## src/rtl/sound_scheduler.sv

```systemverilog
// sound_scheduler: arbitrates the single tone generator between sound requesters.
// Latches one-cycle request pulses, grants by fixed priority
// (CRASH > CELEBRATION > NEXTLEVEL > UI_PRESS), plays each sound for a
// per-sound number of ticks, then holds a silent gap before the next one.
// A strictly higher-priority request preempts the sound currently playing.
// Ports:
//   clk               system clock
//   reset             synchronous, active-high reset
//   i_tick            timebase enable, one-cycle pulse
//   i_req[3:0]        request pulses (0 UI, 1 LEVEL, 2 CRASH, 3 CELEB)
//   o_soundselector   id of the sound currently (or last) granted
//   o_playsound       high while a sound is playing
//   o_busy            high in PLAY or GAP
//   o_pending[3:0]    latched, not-yet-granted requests
module sound_scheduler #(
  parameter int unsigned DUR_UI    = 4,
  parameter int unsigned DUR_LEVEL = 20,
  parameter int unsigned DUR_CRASH = 40,
  parameter int unsigned DUR_CELEB = 60,
  parameter int unsigned GAP_TICKS = 2
) (
  input  logic       clk,
  input  logic       reset,
  input  logic       i_tick,
  input  logic [3:0] i_req,
  output logic [1:0] o_soundselector,
  output logic       o_playsound,
  output logic       o_busy,
  output logic [3:0] o_pending
);

  localparam int unsigned CNT_W = 16;
  localparam logic [CNT_W-1:0] C_DUR_UI    = CNT_W'(DUR_UI);
  localparam logic [CNT_W-1:0] C_DUR_LEVEL = CNT_W'(DUR_LEVEL);
  localparam logic [CNT_W-1:0] C_DUR_CRASH = CNT_W'(DUR_CRASH);
  localparam logic [CNT_W-1:0] C_DUR_CELEB = CNT_W'(DUR_CELEB);
  localparam logic [CNT_W-1:0] C_GAP       = CNT_W'(GAP_TICKS);

  typedef enum logic [1:0] {
    ST_IDLE = 2'd0,
    ST_PLAY = 2'd1,
    ST_GAP  = 2'd2
  } state_t;

  state_t           r_state,   w_state_nxt;
  logic [CNT_W-1:0] r_cnt,     w_cnt_nxt;
  logic [1:0]       r_sel,     w_sel_nxt;
  logic             r_play,    w_play_nxt;
  logic             r_busy,    w_busy_nxt;
  logic [3:0]       r_pending, w_pending_nxt;

  logic [1:0]       w_gnt_id;
  logic             w_has_req;
  logic             w_preempt;
  logic             w_grant;
  logic [3:0]       w_grant_mask;
  logic [CNT_W-1:0] w_gnt_dur;

  // Priority rank of a sound id; larger wins.
  function automatic logic [1:0] rank(input logic [1:0] id);
    case (id)
      2'd2:    rank = 2'd3;
      2'd3:    rank = 2'd2;
      2'd1:    rank = 2'd1;
      default: rank = 2'd0;
    endcase
  endfunction

  // Highest-priority pending id and its duration.
  always_comb begin
    w_has_req = |r_pending;
    if (r_pending[2])      w_gnt_id = 2'd2;
    else if (r_pending[3]) w_gnt_id = 2'd3;
    else if (r_pending[1]) w_gnt_id = 2'd1;
    else                   w_gnt_id = 2'd0;
    case (w_gnt_id)
      2'd0:    w_gnt_dur = C_DUR_UI;
      2'd1:    w_gnt_dur = C_DUR_LEVEL;
      2'd2:    w_gnt_dur = C_DUR_CRASH;
      default: w_gnt_dur = C_DUR_CELEB;
    endcase
    w_preempt = w_has_req && (rank(w_gnt_id) > rank(r_sel));
  end

  // Next-state and output logic.
  always_comb begin
    w_state_nxt = r_state;
    w_cnt_nxt   = r_cnt;
    w_sel_nxt   = r_sel;
    w_play_nxt  = r_play;
    w_grant     = 1'b0;

    case (r_state)
      ST_IDLE: begin
        w_play_nxt = 1'b0;
        if (w_has_req) w_grant = 1'b1;
      end
      ST_PLAY: begin
        if (w_preempt) begin
          w_grant = 1'b1;
        end else if (i_tick) begin
          if (r_cnt == CNT_W'(1)) begin
            w_play_nxt = 1'b0;
            w_cnt_nxt  = C_GAP;
            w_state_nxt = (C_GAP == '0) ? ST_IDLE : ST_GAP;
          end else begin
            w_cnt_nxt = r_cnt - CNT_W'(1);
          end
        end
      end
      ST_GAP: begin
        w_play_nxt = 1'b0;
        if (i_tick) begin
          w_cnt_nxt = r_cnt - CNT_W'(1);
          if (r_cnt == CNT_W'(1)) w_state_nxt = ST_IDLE;
        end
      end
      default: begin
        w_state_nxt = ST_IDLE;
        w_play_nxt  = 1'b0;
      end
    endcase

    if (w_grant) begin
      w_state_nxt = ST_PLAY;
      w_sel_nxt   = w_gnt_id;
      w_play_nxt  = 1'b1;
      w_cnt_nxt   = w_gnt_dur;
    end

    // A request for the id being granted this cycle merges into the grant.
    w_grant_mask  = w_grant ? (4'b0001 << w_gnt_id) : 4'b0000;
    w_pending_nxt = (r_pending | i_req) & ~w_grant_mask;
    w_busy_nxt    = (w_state_nxt != ST_IDLE);
  end

  // State and output registers.
  always_ff @(posedge clk) begin
    if (reset) begin
      r_state   <= ST_IDLE;
      r_cnt     <= '0;
      r_sel     <= 2'd0;
      r_play    <= 1'b0;
      r_busy    <= 1'b0;
      r_pending <= 4'b0000;
    end else begin
      r_state   <= w_state_nxt;
      r_cnt     <= w_cnt_nxt;
      r_sel     <= w_sel_nxt;
      r_play    <= w_play_nxt;
      r_busy    <= w_busy_nxt;
      r_pending <= w_pending_nxt;
    end
  end

  assign o_soundselector = r_sel;
  assign o_playsound     = r_play;
  assign o_busy          = r_busy;
  assign o_pending       = r_pending;

endmodule

```

## config.mk

```make
export PLATFORM = sky130hd
export DESIGN_NAME = sound_scheduler
export DESIGN_NICKNAME = d
export VERILOG_FILES = /design/src/rtl/sound_scheduler.sv
export SDC_FILE = /design/constraint.sdc
export NUM_CORES = 1
export LEC_CHECK = 0
export CAP_MARGIN = 20
export CORE_UTILIZATION = 50
export DETAILED_ROUTE_END_ITERATION = 7
export PLACE_DENSITY_LB_ADDON = 0.2
export SYNTH_ARGS = -nofsm -noshare
export SYNTH_HDL_FRONTEND = slang
export SYNTH_SLANG_ARGS = --single-unit
```

## constraint.sdc

```tcl
create_clock -name clk -period 2.7 [get_ports clk]
set_clock_uncertainty 0.2 [all_clocks]
set_input_delay 0.54 -clock clk [delete_from_list [all_inputs] [get_ports clk]]
set_output_delay 0.54 -clock clk [all_outputs]
set_load 0.005 [all_outputs]
```

# After elaboration in Yosys (flattened, before gate mapping)
# Cells that the tools add are included.
# word_totals
out_inout_bits	8
register_bits	26
word_cells	61
inputBits	7
# op_classes
shift	1
muxes	28
n_addsub	1
n_lt_le_gt_ge	1
n_reduce_logical	8
n_eq_ne	13
bitwise	3
# ops
op	n
16-bit two-way mux	5
16-bit case mux with 2 select lines	1
2-bit case mux with 3 select lines	3
6-bit case mux with 3 select lines	1
16-bit by 1-bit equality test with 1-bit output, second input constant	1
2-bit two-way mux	8
16-bit by 1-bit subtractor with 16-bit output, second input constant	1
3-bit != test, second input constant	4
2-bit equality test, second input constant	5
1-bit two-way mux	8
2-bit by 1-bit equality test with 1-bit output, second input constant	3
4-bit bitwise AND	1
2-bit zero test	2
4-bit two-way mux	1
4-bit NOT	1
4-bit OR	1
4-bit AND reduction	1
4-bit OR reduction	1
1-bit by 2-bit << shifter with 4-bit output, first input constant	1
3-bit AND reduction	1
3-bit nonzero test	1
2-bit > comparator	1
1-bit case mux with 2 select lines	1
2-bit nonzero test	1
1-bit logical AND	1

# Depth between registers and ports, before layout
# Gate-level depths: netlist (run 1).
# logic_depth
ltp_word	12
depth_mapped	10
mapped_depth_nobuf	9

# Worst setup path before layout (run 1)
# OpenSTA, ideal clock, no wires.
# synth_timing
kind	reg2reg
start	register r_pending[1], in the netlist o_pending[1]
end	register r_cnt[0]
period_less_slack_ps	2554
n_path_buf	1
arrival_time_ps	2226
required_ps	2372
slack_ps	146
stages_incl_launch_ff	11
path_cell_list	dfxtp_1 > nor2_1 > or2_2 > ha_1 > ha_1 > nand2_1 > o21ai_1 > a211o_1 > nand2_1 > clkbuf_1 > nor2_1
# synth_via
elab_chain_len	11
# synth_rtl
element	line	rtl
start: declaration	50	logic [3:0] r_pending, w_pending_nxt;
start signal: assignment	152	r_pending <= w_pending_nxt;
1-bit two-way mux	74	else if (r_pending[1]) w_gnt_id = 2'd1;
2-bit two-way mux	73	else if (r_pending[3]) w_gnt_id = 2'd3;
2-bit two-way mux	72	if (r_pending[2]) w_gnt_id = 2'd2;
2-bit by 1-bit equality test with 1-bit output or 2-bit equality test (tied branches)	61	case (id)
2-bit case mux with 3 select lines	61	
2-bit > comparator	82	w_preempt = w_has_req && (rank(w_gnt_id) > rank(r_sel));
1-bit logical AND	82	
1-bit two-way mux	99	if (w_preempt) begin
1-bit case mux with 2 select lines	93	case (r_state)
3-bit != test (no line) or 3-bit nonzero test (tied branches)	-	
4-bit AND reduction (no line)	-	
end signal: assignment	148	r_cnt <= w_cnt_nxt;
end: declaration	46	logic [CNT_W-1:0] r_cnt, w_cnt_nxt;
# Parallel ways exist; a longest one is shown, timed or not.
# A chain may end at the register's enable or synchronous reset.

# Final worst setup path (run 1)
# layout_timing
start	register r_pending[3], in the netlist o_pending[3]
end	register r_cnt[5]
# layout_via
elab_chain_len	10
# layout_rtl
element	line
2-bit two-way mux	73
2-bit two-way mux	72
2-bit by 1-bit equality test with 1-bit output (tied with other cells)	61, 76
2-bit case mux with 3 select lines	61
2-bit > comparator	82
1-bit logical AND	82
1-bit two-way mux	99
1-bit case mux with 2 select lines	93
3-bit != test (no line) or 3-bit nonzero test (tied branches)	-
4-bit AND reduction (no line)	-
# Parallel ways exist; a longest one is shown, timed or not.

==> flow_metrics.tcl, run 1 <==
set metrics [dict create \
    yosysMostFrequentCell "dfxtp_1" \
    yosys.area.top_type_share 0.340 \
    core_um2 2830 \
    placed_cell_area_um2 1730 \
    clkPwrFrac 0.124 \
    synth-edff-count 0 \
    cts_tree "done" \
    drtAntennaViolNets 0 \
    layout_setup_ws_ps 229 \
    clk_pin_slew_ps 130 \
    chipHeight_um 57.4 \
    syn_area_um2 1530 \
    slew_headroom 0.654 \
    io_buffers 14 \
    dr.pass1.iters 4 \
    wl_mm 3.25 \
    drt-initial-drc-count 77 \
    initial_core_util 0.542 \
    leakage_nw 0.667 \
    gp_congestion 0.858 \
    fin_util 0.626 \
    cap_violations 0 \
    grt_max_degree 16 \
    antenna_found_initial 0 \
    cp.arrival_ps 2490 \
    p_switching_mw 0.686 \
    instances_no_fill 232 \
    syn2layout_area_growth_pct 15.5 \
    dieArea_um2 3290 \
    synth_area_per_cell_um2 8.33 \
    worst_slew_pin_slew_ps 518 \
    max_freq_mhz 405 \
    final-setup-viol-count 0 \
    rsz0062_at_grt "false" \
    cts_made_buffers 3 \
    ys_seq_area_frac 0.340 \
    vias_per_cell 6.00 \
    vdd_drop_max_mv 0.610 \
    async_flop_share 0 \
    yosys-top-cells-count "dfxtp_1, a21oi_1, nor2_1, nand2_1, ha_1" \
    final_area_um2 1770 \
    cts_resized 0 \
    p_comb_frac 0.532 \
    hpwl_mm 2.37 \
    syn_nets 202 \
    internal_power_mw 0.929 \
    die_w_um 57.4 \
    ys_ff_latch 26 \
    cts_hold_buf 0 \
    grt_pass1_wl_mm 5.86 \
    grt_pass1_vias 1323 \
    yosysTopAreaCell "dfxtp_1" \
    fin_tns_setup_ps 0 \
    cts.sinks 26 \
    crit_fanout 5 \
    drv_slew 0 \
    drive_above_1_share 0.144 \
    cts_max_path_buffers 2 \
    insertedDiodeCount 0 \
    hold_class "reg -> reg" \
    wl_per_cell_um 14.0 \
    synth.distinct_cells 46 \
    grt.total_usage 0.227 \
    ys_top_cells_by_area "dfxtp_1, ha_1, a21oi_1" \
    grt_overflow 0 \
    status "finished clean" \
    pin_count 15 \
    seqPwrFrac 0.344 \
    netlist_instances 184 \
    root_buffer "clkbuf_4" \
    cp-end-kind "flip-flop" \
    synth-main-ff-cell "dfxtp_1" \
    drc_errors 0 \
    switching_share 0.425 \
    placed_cells 228 \
    row_count 19 \
    hold_viol 0 \
    postCtsSetupBuffers 0 \
    powerDensity_nw_per_um2 912 \
    cp-start-kind "flip-flop" \
    vias 1392 \
    dp_slack_ps 131 \
    synth_warnings 0 \
    clock_latency_ps 330 \
    min_period_over_period 0.915 \
    fin_crit_ps 2470 \
    finish.net_count 220 \
    critPathRequiredTime_ps 2720 \
    htree_levels 1 \
    fillers 237 \
    critPathKind "reg -> reg" \
]
-- stage by stage --
step	total power [mW]	hold WS, ps
finish	1.62	289
global route	1.76	316
CTS	1.61	295
detailed placement	1.40	271
global placement	1.38	261
floorplan	1.16	257
-- critical path, stage by stage, from the launching register on --
cell	delay, ps
dfxtp_2	370
nor2_1	40
or2_2	330
ha_1	310
ha_1	290
nand2_1	60
o21ai_1	100
a211o_1	340
buf_4	170
o211ai_1	80
a21oi_1	90
-- cells by family after synthesis --
family	after synthesis	share of synthesized area
XOR/XNOR	3	0.0220
AND/OR/NAND/NOR	72	0.255
buffers and inverters	18	0.0522
AO/OA/AOI/OAI	53	0.235
multiplexers	1	0.00653
flip-flops	26	0.340
adder cells (fa/ha/maj)	11	0.0898
-- sequential cells by signal, indices dropped and copies added, names as in the netlist --
register and count:
o_busy 1, o_soundselector 2, r_state 2, r_cnt 16
o_playsound 1, o_pending 4
-- layout make-up --
| class | count | area (um^2) | area share |
|---|---|---|---|
| repair buffers | 22 | 200 | 0.113 |
| clock buffers | 4 | 36.3 | 0.0205 |
| well taps | 31 | 38.8 | 0.0219 |
| multi-input cells | 140 | 940 | 0.531 |
| flip-flops and latches | 26 | 522 | 0.295 |
| inverters | 9 | 33.8 | 0.0191 |
-- final timing paths --
kind	cells past startpoint	slack, ps	start	endpoint
worst min register to register	2	290	o_playsound	o_playsound
worst max-delay path	10	230	o_pending[3]	r_cnt[5]
worst min-delay path	2	290	o_playsound	o_playsound
worst max register to register	10	230	o_pending[3]	r_cnt[5]
-- per-layer routing --
layer,track usage,vias to the layer above,share of wire
li1,-,705,-
met1,0.281,644,0.46
met2,0.367,31,0.47
met3,0.0590,12,0.039
met4,0.105,0,0.030
met5,0,-,0
-- power by group through the flow --
stage | Combinational (mW) | Sequential, mW | Clock (mW)
final | 0.860 | 0.555 | 0.201
after global routing | 0.966 | 0.570 | 0.229
after CTS | 0.845 | 0.551 | 0.211
after detailed placement | 0.839 | 0.560 | 0
after global placement | 0.828 | 0.556 | 0
after floorplan | 0.612 | 0.547 | 0
-- cell usage in the layout, fill, tap and decap left out, types with 2 or more instances in the layout --
cell              n
nor2b_1           2
nand4_1           3
nor4_2            2
ha_1             11
clkbuf_4          3
inv_1             8
buf_4             8
nand4b_1          2
nand2_1          15
a211oi_1          5
clkdlybuf4s50_1  14
nor2_1           18
nand2_2           3
nand3b_1          2
nor3_1            8
o211ai_1          2
a21oi_1          23
o41ai_1           3
o21ai_1           5
nand3_1           7
a22oi_1           4
xnor2_1           2
dfxtp_1          25
(Power assumes the default switching activity.)
==> run 2, diff against run 1 <==
MAX_ROUTING_LAYER = met4   (was unset)
SETUP_SLACK_MARGIN = 0.2   (was unset)
TNS_END_PERCENT = 10   (was unset)
==> run 2 against run 1 <==
Compared with the run above:
- core utilization grew 0.84 points
- non-clock buffer count grew 3
- largest cell class unchanged
- power grew 3.1%
- sequential power is essentially flat
- largest power group unchanged
- cell count grew 0.86%
- cell area grew 1.3%
- highest routed layer unchanged
- clock-buffer cell count shrank 1
- first-iteration DRC count shrank 5.2%
- maximum frequency grew 3.4%
- sequential share of layout area shrank 0.39 points
- register-to-register slack gained 80 ps
==> flow_metrics.tcl, run 2 (synthesis gave the netlist of run 1 again) <==
set metrics [dict create \
    wl_per_cell_um 14.9 \
    grt.total_usage 0.242 \
    rsz0062_at_grt "false" \
    hold_class "reg -> reg" \
    insertedDiodeCount 0 \
    cp-start-kind "flip-flop" \
    max_freq_mhz 418 \
    instances_no_fill 234 \
    finish.net_count 223 \
    grt_overflow 0 \
    crit_slowest_cell "dfxtp_2" \
    grt_pass1_vias 1371 \
    final_common_cell "dfxtp_1" \
    fin_crit_ps 2390 \
    dieArea_um2 3290 \
    min_period_over_period 0.885 \
    row_count 19 \
    dr.pass1.iters 4 \
    cts.sinks 26 \
    drive_above_1_share 0.167 \
    syn2layout_area_growth_pct 17.1 \
    cap_violations 0 \
    drtAntennaViolNets 0 \
    largest_reg_flops 16 \
    vias_per_cell 5.93 \
    critPathKind "reg -> reg" \
    final_area_um2 1790 \
    critPathRequiredTime_ps 2760 \
    vias 1387 \
    crit_fanout 5 \
    cp.arrival_ps 2450 \
    pin_count 15 \
    chipHeight_um 57.4 \
    top_register "r_cnt" \
    hpwl_mm 2.52 \
    final-setup-viol-count 0 \
    core_um2 2830 \
    max_stage_delay_ps 380 \
    met1_usage 0.293 \
    placed_cell_area_um2 1730 \
    use_met3 0.0317 \
    multi_input_area_um2 955 \
    path_delay_family "adder cells" \
    drc_errors 0 \
    vdd_drop_max_mv 0.582 \
    cts_made_buffers 3 \
    clk_pin_slew_ps 140 \
    grt_pass1_wl_mm 5.99 \
    htree_levels 1 \
    grt_use_met2 0.382 \
    fin_tns_setup_ps 0 \
    gp_congestion 0.851 \
    powerDensity_nw_per_um2 929 \
    final-seq-area_um2 522 \
    drt-initial-drc-count 73 \
    path_buf_inv 1 \
    status "finished clean" \
    antenna_found_initial 0 \
    path_cells "nor2_1, or2_4, ha_1, ha_1, nand2_1, o21ai_2, a211oi_2, buf_4, nand2_1, a21oi_1" \
    grt_max_degree 16 \
    final_cell_mix "dfxtp_1, a21oi_1, nor2_1, nand2_1, clkdlybuf4s50_1" \
    root_buffer "clkbuf_4" \
    drv_slew 0 \
    leakage_nw 0.678 \
    fin_hold_ws_ps 283 \
    top_usage_layer "met2" \
    slew_headroom 0.643 \
    clock_latency_ps 330 \
    io_buffers 14 \
    wl_mm 3.50 \
    fillers 256 \
    worst_slew_pin_slew_ps 534 \
    cts_max_path_buffers 2 \
    placed_cells 228 \
    cts_tree "done" \
    hold_viol 0 \
    cp-end-kind "flip-flop" \
    die_w_um 57.4 \
    initial_core_util 0.542 \
]
run 2: cell types whose count changed in the layout (fill, tap and decap cells not counted), sizes merged:
cell | previous run | this run
buf | 8 | 11
clkbuf | 4 | 3
run 2: final cells by class:
type | count | area share
Sequential cell | 26 | 0.291
Multi-Input combinational cell | 140 | 0.532
Clock buffer | 3 | 0.0126
Inverter | 9 | 0.0188
Timing Repair Buffer | 25 | 0.124
Tap cell | 31 | 0.0216
run 2: final timing paths:
path | slack [ps] | cells past startpoint | to | startpoint
worst min register to register | 280 | 2 | o_playsound | o_playsound
worst max-delay path | 310 | 10 | r_cnt[3] | o_pending[3]
worst min-delay path | 280 | 2 | o_playsound | o_playsound
worst max register to register | 310 | 10 | r_cnt[3] | o_pending[3]
run 2: what timing repair did:
action,CTS,global route
hold endpoints to repair,0,0
pin swaps,0,3
hold buffers,0,0
setup endpoints to repair,17,23
buffers inserted,0,3
gates resized for setup,2,5
run 2: through the flow:
step	util	power, mW	setup slack [ps]
after global routing	0.634	1.81	210
after global placement	0.610	1.38	188
after detailed placement	0.610	1.41	120
after floorplan	-	1.16	171
final	0.634	1.67	309
after CTS	0.621	1.59	143
run 2: layer usage:
| layer | share of wire | up-vias |
|---|---|---|
| met4 | 0.029 | 0 |
| li1 | - | 708 |
| met2 | 0.49 | 23 |
| met5 | 0 | - |
| met1 | 0.46 | 648 |
| met3 | 0.023 | 8 |
run 2: worst register-to-register path, cell delays in order, from the launching register on:
cell	delay (ps)
dfxtp_2	380
nor2_1	50
or2_4	250
ha_1	300
ha_1	300
nand2_1	90
o21ai_2	80
a211oi_2	210
buf_4	180
nand2_1	130
a21oi_1	170
run 2: power by group:
| part | switching, mW | internal, mW |
|---|---|---|
| sequential | 0.0974 | 0.459 |
| combinational | 0.509 | 0.431 |
| clock | 0.117 | 0.0525 |
| total | 0.723 | 0.943 |
==> run 3, diff against run 2 <==
SLEW_MARGIN = 20   (was unset)
==> results of run 3 <==
Final layout, timing and power as in run 2 (identical DEF).
